--- config.mk ---
export PLATFORM = sky130hd
export DESIGN_NAME = ahb_clac_master_flat
export DESIGN_NICKNAME = d
export VERILOG_FILES = /design/src/rtl/ahb_clac_pkg.sv /design/src/rtl/ahb_clac_master_if.sv /design/src/rtl/ahb_clac_master.sv /design/src/flat_wrapper.sv
export SDC_FILE = /design/constraint.sdc
export NUM_CORES = 1
export LEC_CHECK = 0
export ABC_AREA = 1
export CAP_MARGIN = 20
export CORE_ASPECT_RATIO = 1.1
export CORE_MARGIN = 5
export CORE_UTILIZATION = 30
export DETAILED_ROUTE_END_ITERATION = 10
export GPL_TIMING_DRIVEN = 1
export HOLD_SLACK_MARGIN = 0.06
export MAX_ROUTING_LAYER = met4
export PLACE_DENSITY_LB_ADDON = 0.12
export SYNTH_ARGS = -nofsm -noshare
export SYNTH_HDL_FRONTEND = slang
export SYNTH_SLANG_ARGS = --single-unit
--- constraint.sdc ---
create_clock -name hclk -period 1.61 [get_ports hclk]
set_clock_uncertainty 0.15 [all_clocks]
set_input_delay 0.161 -clock hclk [delete_from_list [all_inputs] [get_ports hclk]]
set_output_delay 0.161 -clock hclk [all_outputs]
set_load 0.01 [all_outputs]
--- src/rtl/ahb_clac_pkg.sv ---
// ahb_clac_pkg: AHB-Lite encodings, default calculator register map and master FSM states.
package ahb_clac_pkg;
    localparam logic [1:0] HTRANS_IDLE   = 2'b00;
    localparam logic [1:0] HTRANS_NONSEQ = 2'b10;
    localparam logic [2:0] HSIZE_WORD    = 3'b010;
    localparam logic [2:0] HBURST_SINGLE = 3'b000;
    localparam logic [1:0] HRESP_OKAY    = 2'b00;
    localparam logic [1:0] HRESP_ERROR   = 2'b01;
    localparam logic [7:0] DEF_ADDR_OPA  = 8'h00;
    localparam logic [7:0] DEF_ADDR_OPB  = 8'h04;
    localparam logic [7:0] DEF_ADDR_MODE = 8'h08;
    localparam logic [7:0] DEF_ADDR_CTRL = 8'h0C;
    localparam logic [7:0] DEF_ADDR_RES  = 8'h10;
    typedef enum logic [1:0] {IDLE, XFER, LAST, RESP} state_t;
endpackage

--- src/rtl/ahb_clac_master_if.sv ---
// ahb_clac_master_if: command/response handshake plus the AHB-Lite master bus.
interface ahb_clac_master_if;
    logic        cmd_valid, cmd_ready;
    logic [1:0]  cmd_mode;
    logic [15:0] cmd_opa, cmd_opb;
    logic        rsp_valid, rsp_ready, rsp_error;
    logic [31:0] rsp_result;
    logic        hsel, hwrite;
    logic [2:0]  hsize, hburst;
    logic [1:0]  htrans;
    logic [7:0]  haddr;
    logic [31:0] hwdata;
    logic        hready_resp;
    logic [1:0]  hresp;
    logic [31:0] hrdata;
    modport master (
        input  cmd_valid, cmd_mode, cmd_opa, cmd_opb, rsp_ready, hready_resp, hresp, hrdata,
        output cmd_ready, rsp_valid, rsp_result, rsp_error, hsel, hwrite, hsize, htrans, hburst, haddr, hwdata
    );
    modport slave (
        output cmd_valid, cmd_mode, cmd_opa, cmd_opb, rsp_ready, hready_resp, hresp, hrdata,
        input  cmd_ready, rsp_valid, rsp_result, rsp_error, hsel, hwrite, hsize, htrans, hburst, haddr, hwdata
    );
endinterface

--- src/rtl/ahb_clac_master.sv ---
// ahb_clac_master: per command, writes OPA/OPB/MODE/CTRL to an AHB-Lite calculator slave,
// reads RES back and returns the result, or flags an ERROR response and abandons the sequence.
module ahb_clac_master
    import ahb_clac_pkg::*;
#(
    parameter logic [7:0] ADDR_OPA  = DEF_ADDR_OPA,
    parameter logic [7:0] ADDR_OPB  = DEF_ADDR_OPB,
    parameter logic [7:0] ADDR_MODE = DEF_ADDR_MODE,
    parameter logic [7:0] ADDR_CTRL = DEF_ADDR_CTRL,
    parameter logic [7:0] ADDR_RES  = DEF_ADDR_RES
) (
    input logic               hclk,
    input logic               hresetn,
    ahb_clac_master_if.master bus
);
    state_t      state, state_n;
    logic [2:0]  idx;
    logic [15:0] opa_q, opb_q;
    logic [1:0]  mode_q, htrans_q;
    logic        hsel_q, hwrite_q, data_phase, err, accept, launch, advance, finish;

    function automatic logic [7:0] addr_of(input logic [2:0] i);
        return i == 3'd0 ? ADDR_OPA : i == 3'd1 ? ADDR_OPB : i == 3'd2 ? ADDR_MODE :
               i == 3'd3 ? ADDR_CTRL : ADDR_RES;
    endfunction

    function automatic logic [31:0] wdata_of(input logic [2:0] i);
        return i == 3'd0 ? {16'h0, opa_q} : i == 3'd1 ? {16'h0, opb_q} :
               i == 3'd2 ? {30'h0, mode_q} : 32'h1;
    endfunction

    // idx names the transfer in its address phase, so idx-1 is in its data phase
    assign data_phase = (state == XFER && idx != 3'd0) || state == LAST;
    assign err        = data_phase && bus.hresp == HRESP_ERROR;
    assign accept     = state == IDLE && bus.cmd_valid;
    assign launch     = state == XFER && htrans_q == HTRANS_IDLE && bus.hready_resp && !err;
    assign advance    = state == XFER && htrans_q == HTRANS_NONSEQ && bus.hready_resp && !err;
    assign finish     = data_phase && bus.hready_resp && (err || state == LAST);

    // an ERROR data phase kills the pending address phase combinationally
    assign bus.htrans    = err ? HTRANS_IDLE : htrans_q;
    assign bus.hsel      = hsel_q && !err;
    assign bus.hwrite    = hwrite_q && !err;
    assign bus.hsize     = HSIZE_WORD;
    assign bus.hburst    = HBURST_SINGLE;
    assign bus.cmd_ready = state == IDLE;
    assign bus.rsp_valid = state == RESP;

    always_comb begin
        state_n = state;
        case (state)
            IDLE:    state_n = bus.cmd_valid ? XFER : IDLE;
            XFER:    state_n = finish ? RESP : (advance && idx == 3'd4) ? LAST : XFER;
            LAST:    state_n = finish ? RESP : LAST;
            RESP:    state_n = bus.rsp_ready ? IDLE : RESP;
            default: state_n = IDLE;
        endcase
    end

    always_ff @(posedge hclk) state <= !hresetn ? IDLE : state_n;

    always_ff @(posedge hclk) begin
        if (!hresetn) begin
            idx            <= 3'd0;
            opa_q          <= 16'h0;
            opb_q          <= 16'h0;
            mode_q         <= 2'b00;
            htrans_q       <= HTRANS_IDLE;
            hsel_q         <= 1'b0;
            hwrite_q       <= 1'b0;
            bus.haddr      <= 8'h0;
            bus.hwdata     <= 32'h0;
            bus.rsp_result <= 32'h0;
            bus.rsp_error  <= 1'b0;
        end else begin
            if (accept) begin
                idx    <= 3'd0;
                opa_q  <= bus.cmd_opa;
                opb_q  <= bus.cmd_opb;
                mode_q <= bus.cmd_mode;
            end
            if (launch) begin
                htrans_q  <= HTRANS_NONSEQ;
                hsel_q    <= 1'b1;
                hwrite_q  <= 1'b1;
                bus.haddr <= addr_of(3'd0);
            end
            if (advance) begin
                idx       <= idx == 3'd4 ? idx : idx + 3'd1;
                bus.haddr <= addr_of(idx + 3'd1);
                htrans_q  <= idx == 3'd4 ? HTRANS_IDLE : HTRANS_NONSEQ;
                hsel_q    <= idx != 3'd4;
                hwrite_q  <= idx < 3'd3;
                if (idx != 3'd4) bus.hwdata <= wdata_of(idx);
            end
            if (err) begin
                htrans_q <= HTRANS_IDLE;
                hsel_q   <= 1'b0;
                hwrite_q <= 1'b0;
            end
            if (finish) begin
                bus.rsp_result <= err ? 32'h0 : bus.hrdata;
                bus.rsp_error  <= err;
            end
        end
    end
endmodule

--- src/flat_wrapper.sv ---
// flat-port wrapper written by rule: the top's interface ports become plain ports
module ahb_clac_master_flat import ahb_clac_pkg::*;
#(
    parameter logic [7:0] ADDR_OPA  = DEF_ADDR_OPA,
    parameter logic [7:0] ADDR_OPB  = DEF_ADDR_OPB,
    parameter logic [7:0] ADDR_MODE = DEF_ADDR_MODE,
    parameter logic [7:0] ADDR_CTRL = DEF_ADDR_CTRL,
    parameter logic [7:0] ADDR_RES  = DEF_ADDR_RES
)
  (hclk, hresetn, bus_cmd_valid, bus_cmd_mode, bus_cmd_opa, bus_cmd_opb, bus_rsp_ready, bus_hready_resp, bus_hresp, bus_hrdata, bus_cmd_ready, bus_rsp_valid, bus_rsp_result, bus_rsp_error, bus_hsel, bus_hwrite, bus_hsize, bus_htrans, bus_hburst, bus_haddr, bus_hwdata);
  ahb_clac_master_if bus_i ();
  input logic hclk;
  input logic hresetn;
  input wire logic [$bits(bus_i.cmd_valid)-1:0] bus_cmd_valid;
  input wire logic [$bits(bus_i.cmd_mode)-1:0] bus_cmd_mode;
  input wire logic [$bits(bus_i.cmd_opa)-1:0] bus_cmd_opa;
  input wire logic [$bits(bus_i.cmd_opb)-1:0] bus_cmd_opb;
  input wire logic [$bits(bus_i.rsp_ready)-1:0] bus_rsp_ready;
  input wire logic [$bits(bus_i.hready_resp)-1:0] bus_hready_resp;
  input wire logic [$bits(bus_i.hresp)-1:0] bus_hresp;
  input wire logic [$bits(bus_i.hrdata)-1:0] bus_hrdata;
  output wire logic [$bits(bus_i.cmd_ready)-1:0] bus_cmd_ready;
  output wire logic [$bits(bus_i.rsp_valid)-1:0] bus_rsp_valid;
  output wire logic [$bits(bus_i.rsp_result)-1:0] bus_rsp_result;
  output wire logic [$bits(bus_i.rsp_error)-1:0] bus_rsp_error;
  output wire logic [$bits(bus_i.hsel)-1:0] bus_hsel;
  output wire logic [$bits(bus_i.hwrite)-1:0] bus_hwrite;
  output wire logic [$bits(bus_i.hsize)-1:0] bus_hsize;
  output wire logic [$bits(bus_i.htrans)-1:0] bus_htrans;
  output wire logic [$bits(bus_i.hburst)-1:0] bus_hburst;
  output wire logic [$bits(bus_i.haddr)-1:0] bus_haddr;
  output wire logic [$bits(bus_i.hwdata)-1:0] bus_hwdata;
  assign bus_i.cmd_valid = bus_cmd_valid;
  assign bus_i.cmd_mode = bus_cmd_mode;
  assign bus_i.cmd_opa = bus_cmd_opa;
  assign bus_i.cmd_opb = bus_cmd_opb;
  assign bus_i.rsp_ready = bus_rsp_ready;
  assign bus_i.hready_resp = bus_hready_resp;
  assign bus_i.hresp = bus_hresp;
  assign bus_i.hrdata = bus_hrdata;
  assign bus_cmd_ready = bus_i.cmd_ready;
  assign bus_rsp_valid = bus_i.rsp_valid;
  assign bus_rsp_result = bus_i.rsp_result;
  assign bus_rsp_error = bus_i.rsp_error;
  assign bus_hsel = bus_i.hsel;
  assign bus_hwrite = bus_i.hwrite;
  assign bus_hsize = bus_i.hsize;
  assign bus_htrans = bus_i.htrans;
  assign bus_hburst = bus_i.hburst;
  assign bus_haddr = bus_i.haddr;
  assign bus_hwdata = bus_i.hwdata;
  ahb_clac_master #(.ADDR_OPA(ADDR_OPA), .ADDR_OPB(ADDR_OPB), .ADDR_MODE(ADDR_MODE), .ADDR_CTRL(ADDR_CTRL), .ADDR_RES(ADDR_RES)) u_core (.hclk(hclk), .hresetn(hresetn), .bus(bus_i));
endmodule
==> qor.csv <==
metric;value;unit
status;finished with violations;
failing checks;negative setup slack;
XOR/XNOR Fraction of Synth Area;0.2075;%
number of antenna diodes;0;
die height;134.4;um
period utilization;108.9;%
CTS tree;built;
Leakage;0.002791;uW
critical-path maximum fanout;3;
mux cell area share after synthesis;0;%
Critical Path AT;1.44;ns
WP buf/inv;3;
Startpoint Class;register;
top achievable clock speed;570.2;MHz
crit path time final;1.754;ns
Simple-Gate Fraction of Synth Area;22.77;%
most common cell after layout, fill and taps aside;clkdlybuf4s50_1;
hold depth;3;
Yosys reg bits;93;
largest family of logic cells by synthesized area;simple AND/OR/NAND/NOR gates;
crit end category;output port;
Synth-to-Final Area Change;64.87;%
Ports;158;
sw power;1281;uW
most frequent cell on the critical path;nand2_4;
CP Depth;9;
sw frac;24.21;%
setup ws final;-0.1437;ns
Reg power frac;46.1;%
Final ANT Viol Nets;0;
global-route wire length before repair;19.58;mm
initial antenna violation count;0;
share of cells above drive strength 1;26.56;%
# port buffers;129;
most frequent cells in the layout;clkdlybuf4s50_1, dfxtp_1, nor2_1, nand2_1, inv_1;
crit-path cells;inv_2 -> ha_4 -> nand2_4 -> nand2_4 -> nand2_4 -> nand2_4 -> inv_4 -> nor2_4 -> buf_6;
DRC Markers;0;
largest net degree at the start of global routing;35;
clock tree root driver cell;clkbuf_16;
PD cells;760.6;mW/mm2
Detailed Place HPWL;8.789;mm
CP top delay family;simple AND/OR/NAND/NOR gates;
sequential share of the synthesized area;44.12;%
clock sinks;93;
RD Place Congestion;0.8237;
number of max-cap violations;0;
worst hold path class;in -> reg;
final core utilization;50.44;%
worst skew pair latency;0.34;ns
H-tree depth;3;
Req. time, crit path;1.30;ns
nets;796;
Row Count;45;
drt total wl;12.54;mm
Synth Area in Compound Gates;16.69;%
R2R Setup Slk;-0.14;ns
reg-to-reg startpoint;u_core.idx[1];
Via density;4.419;
setup TNS;-4.890;ns
die span in x;123.1;um
Die Area;0.01654;mm2
CTS buffer count;9;
Worst path max stage delay;0.33;ns
DR WL/cell;13.77;um
cell-internal power;4011;uW
CP max stage cell;dfxtp_2;
area of the mapped netlist;0.004220;mm2
cts hold-fix bufs;0;
Slew Viols, Final;0;
Starting Density;30.59;%
Cell variety after synth;33;
CTS clk-pin slew, worst paths;0.06;ns
Syn Area/Cell;7.618;um2
Clk network pwr share;40.2;%
Post-Synth Adder-Cell Area;1.482;%
Syn Inst Count;554;
RSZ-0062 raised after global routing;true;
placed insts;875;
YS warnings;0;
vias in the first global route;3997;
drt pass-1 iters;6;
total gr overflow;0;
Combinational Power Share;13.7;%
RR Endpoint;u_core.bus.rsp_result[12];
First DRT Iteration DRCs;188;
WHS;0.08982;ns
core area;0.01379;mm2
fill cell count;1309;
final number of hold-violating endpoints;0;
Via Count;4026;
Hold Path Sink;u_core.state[0];
CP Class;reg -> out;
R2R depth;11;
final setup fails;57;
Hold Path Origin;hresetn;
maximum vdd ir drop;0.0003972;V
Global Route Usage Sum;15.23;%
final cell count without fillers;911;
Max Buffers Root-to-Sink;2;
power by group through the flow:
stage	registers (uW)	logic (uW)	clock network [uW]
global placement	2490	639	0
finish	2440	723	2130
detailed placement	2490	643	0
floorplan	2480	367	0
global route	2450	804	2310
CTS	2440	692	2200
synth_stat cells:
cell,number,share of area (%)
inv_2,6,0.53
a22oi_1,32,5.7
nand2_4,1,0.27
nor3_4,1,0.39
buf_1,2,0.18
nand3_2,1,0.24
nand3_1,40,4.7
o21a_1,1,0.18
nand3_4,1,0.42
nor3_1,1,0.12
nand2_1,75,6.7
dfxtp_1,93,44
o21ai_0,51,6.0
nor2_2,1,0.15
o21ai_1,1,0.12
nor4_1,1,0.15
inv_4,1,0.15
a21oi_1,15,1.8
nand2_2,13,1.9
buf_12,1,0.47
inv_1,50,4.4
clkbuf_1,14,1.2
a21oi_2,10,2.1
nor2_1,85,7.6
conb_1,2,0.18
buf_4,32,5.7
o22ai_1,2,0.30
ha_1,5,1.5
o211ai_4,1,0.50
buf_2,11,1.3
nand4_1,1,0.15
buf_6,2,0.53
xnor2_1,1,0.21
worst reg2reg max path, delay by kind of cell, from the launching register on:
| kind | cells | cell delay, ns |
|---|---|---|
| AO/OA/AOI/OAI | 2 | 0.22 |
| adder cells (fa/ha/maj) | 1 | 0.15 |
| buffers and inverters | 4 | 0.54 |
| flip-flops | 1 | 0.33 |
| AND/OR/NAND/NOR | 4 | 0.27 |
registers in the layout, indices dropped and copies added (netlist names):
name,flops
u_core.bus.hwdata,16
u_core.mode_q,2
u_core.opa_q,16
u_core.bus.haddr,3
u_core.htrans_q,1
u_core.state,2
u_core.hwrite_q,1
u_core.idx,3
u_core.bus.rsp_result,32
u_core.opb_q,16
u_core.bus.rsp_error,1
worst max path at each step:
stage / start / end / slack (ns)
2_1_floorplan: u_core.idx[1] / u_core.bus.rsp_result[12] / -0.001
3_3_place_gp: bus_hresp[0] / bus_hwrite / -0.27
3_5_place_dp: bus_hresp[1] / bus_hwrite / -0.29
4_1_cts: u_core.idx[0] / bus_hwrite / -0.16
5_1_grt: u_core.idx[1] / bus_htrans[1] / -0.23
6_report: u_core.idx[1] / bus_htrans[1] / -0.14
area by class of cell:
type / count / area, um2 / area share [%]
Clock inverter: 5 / 58.81 / 0.8452
Clock buffer: 11 / 242.7 / 3.489
Timing Repair Buffer: 187 / 2069 / 29.74
Sequential cell: 93 / 1868 / 26.85
Multi-Input combinational cell: 368 / 2235 / 32.12
Inverter: 57 / 229.0 / 3.291
Timing Repair inverter: 2 / 20.02 / 0.2877
Tap cell: 188 / 235.2 / 3.381
routing by layer:
layer	global-route usage, %	vias to the layer above	wire, um
li1	-	2067	-
met1	18.38	1817	5415
met2	25.40	125	6236
met3	3.543	17	747
met4	4.246	0	142
met5	-	-	0
logic make-up after synthesis:
logic type      count (synthesis)
simple gates                  221
flops                          93
fa+ha+maj                       5
buf+inv                       119
xor+xnor                        1
compound gates                113
other cells                     2
per-stage QoR:
stage	area [um2]	setup slack [ns]	power (uW)
floorplan	4348	-0.0009648	2849
global placement	5859	-0.2709	3127
detailed placement	5859	-0.2922	3134
CTS	6629	-0.1589	5335
global route	6958	-0.2259	5561
finish	6958	-0.1437	5292
timing repair:
item / CTS / global route
setup endpoints to repair: 63 / 103
setup buffers: 7 / 7
gates resized for setup: 88 / 62
pin swaps: 12 / 19
gates cloned: 4 / 4
No activity file was read; power rests on OpenSTA's default activity.
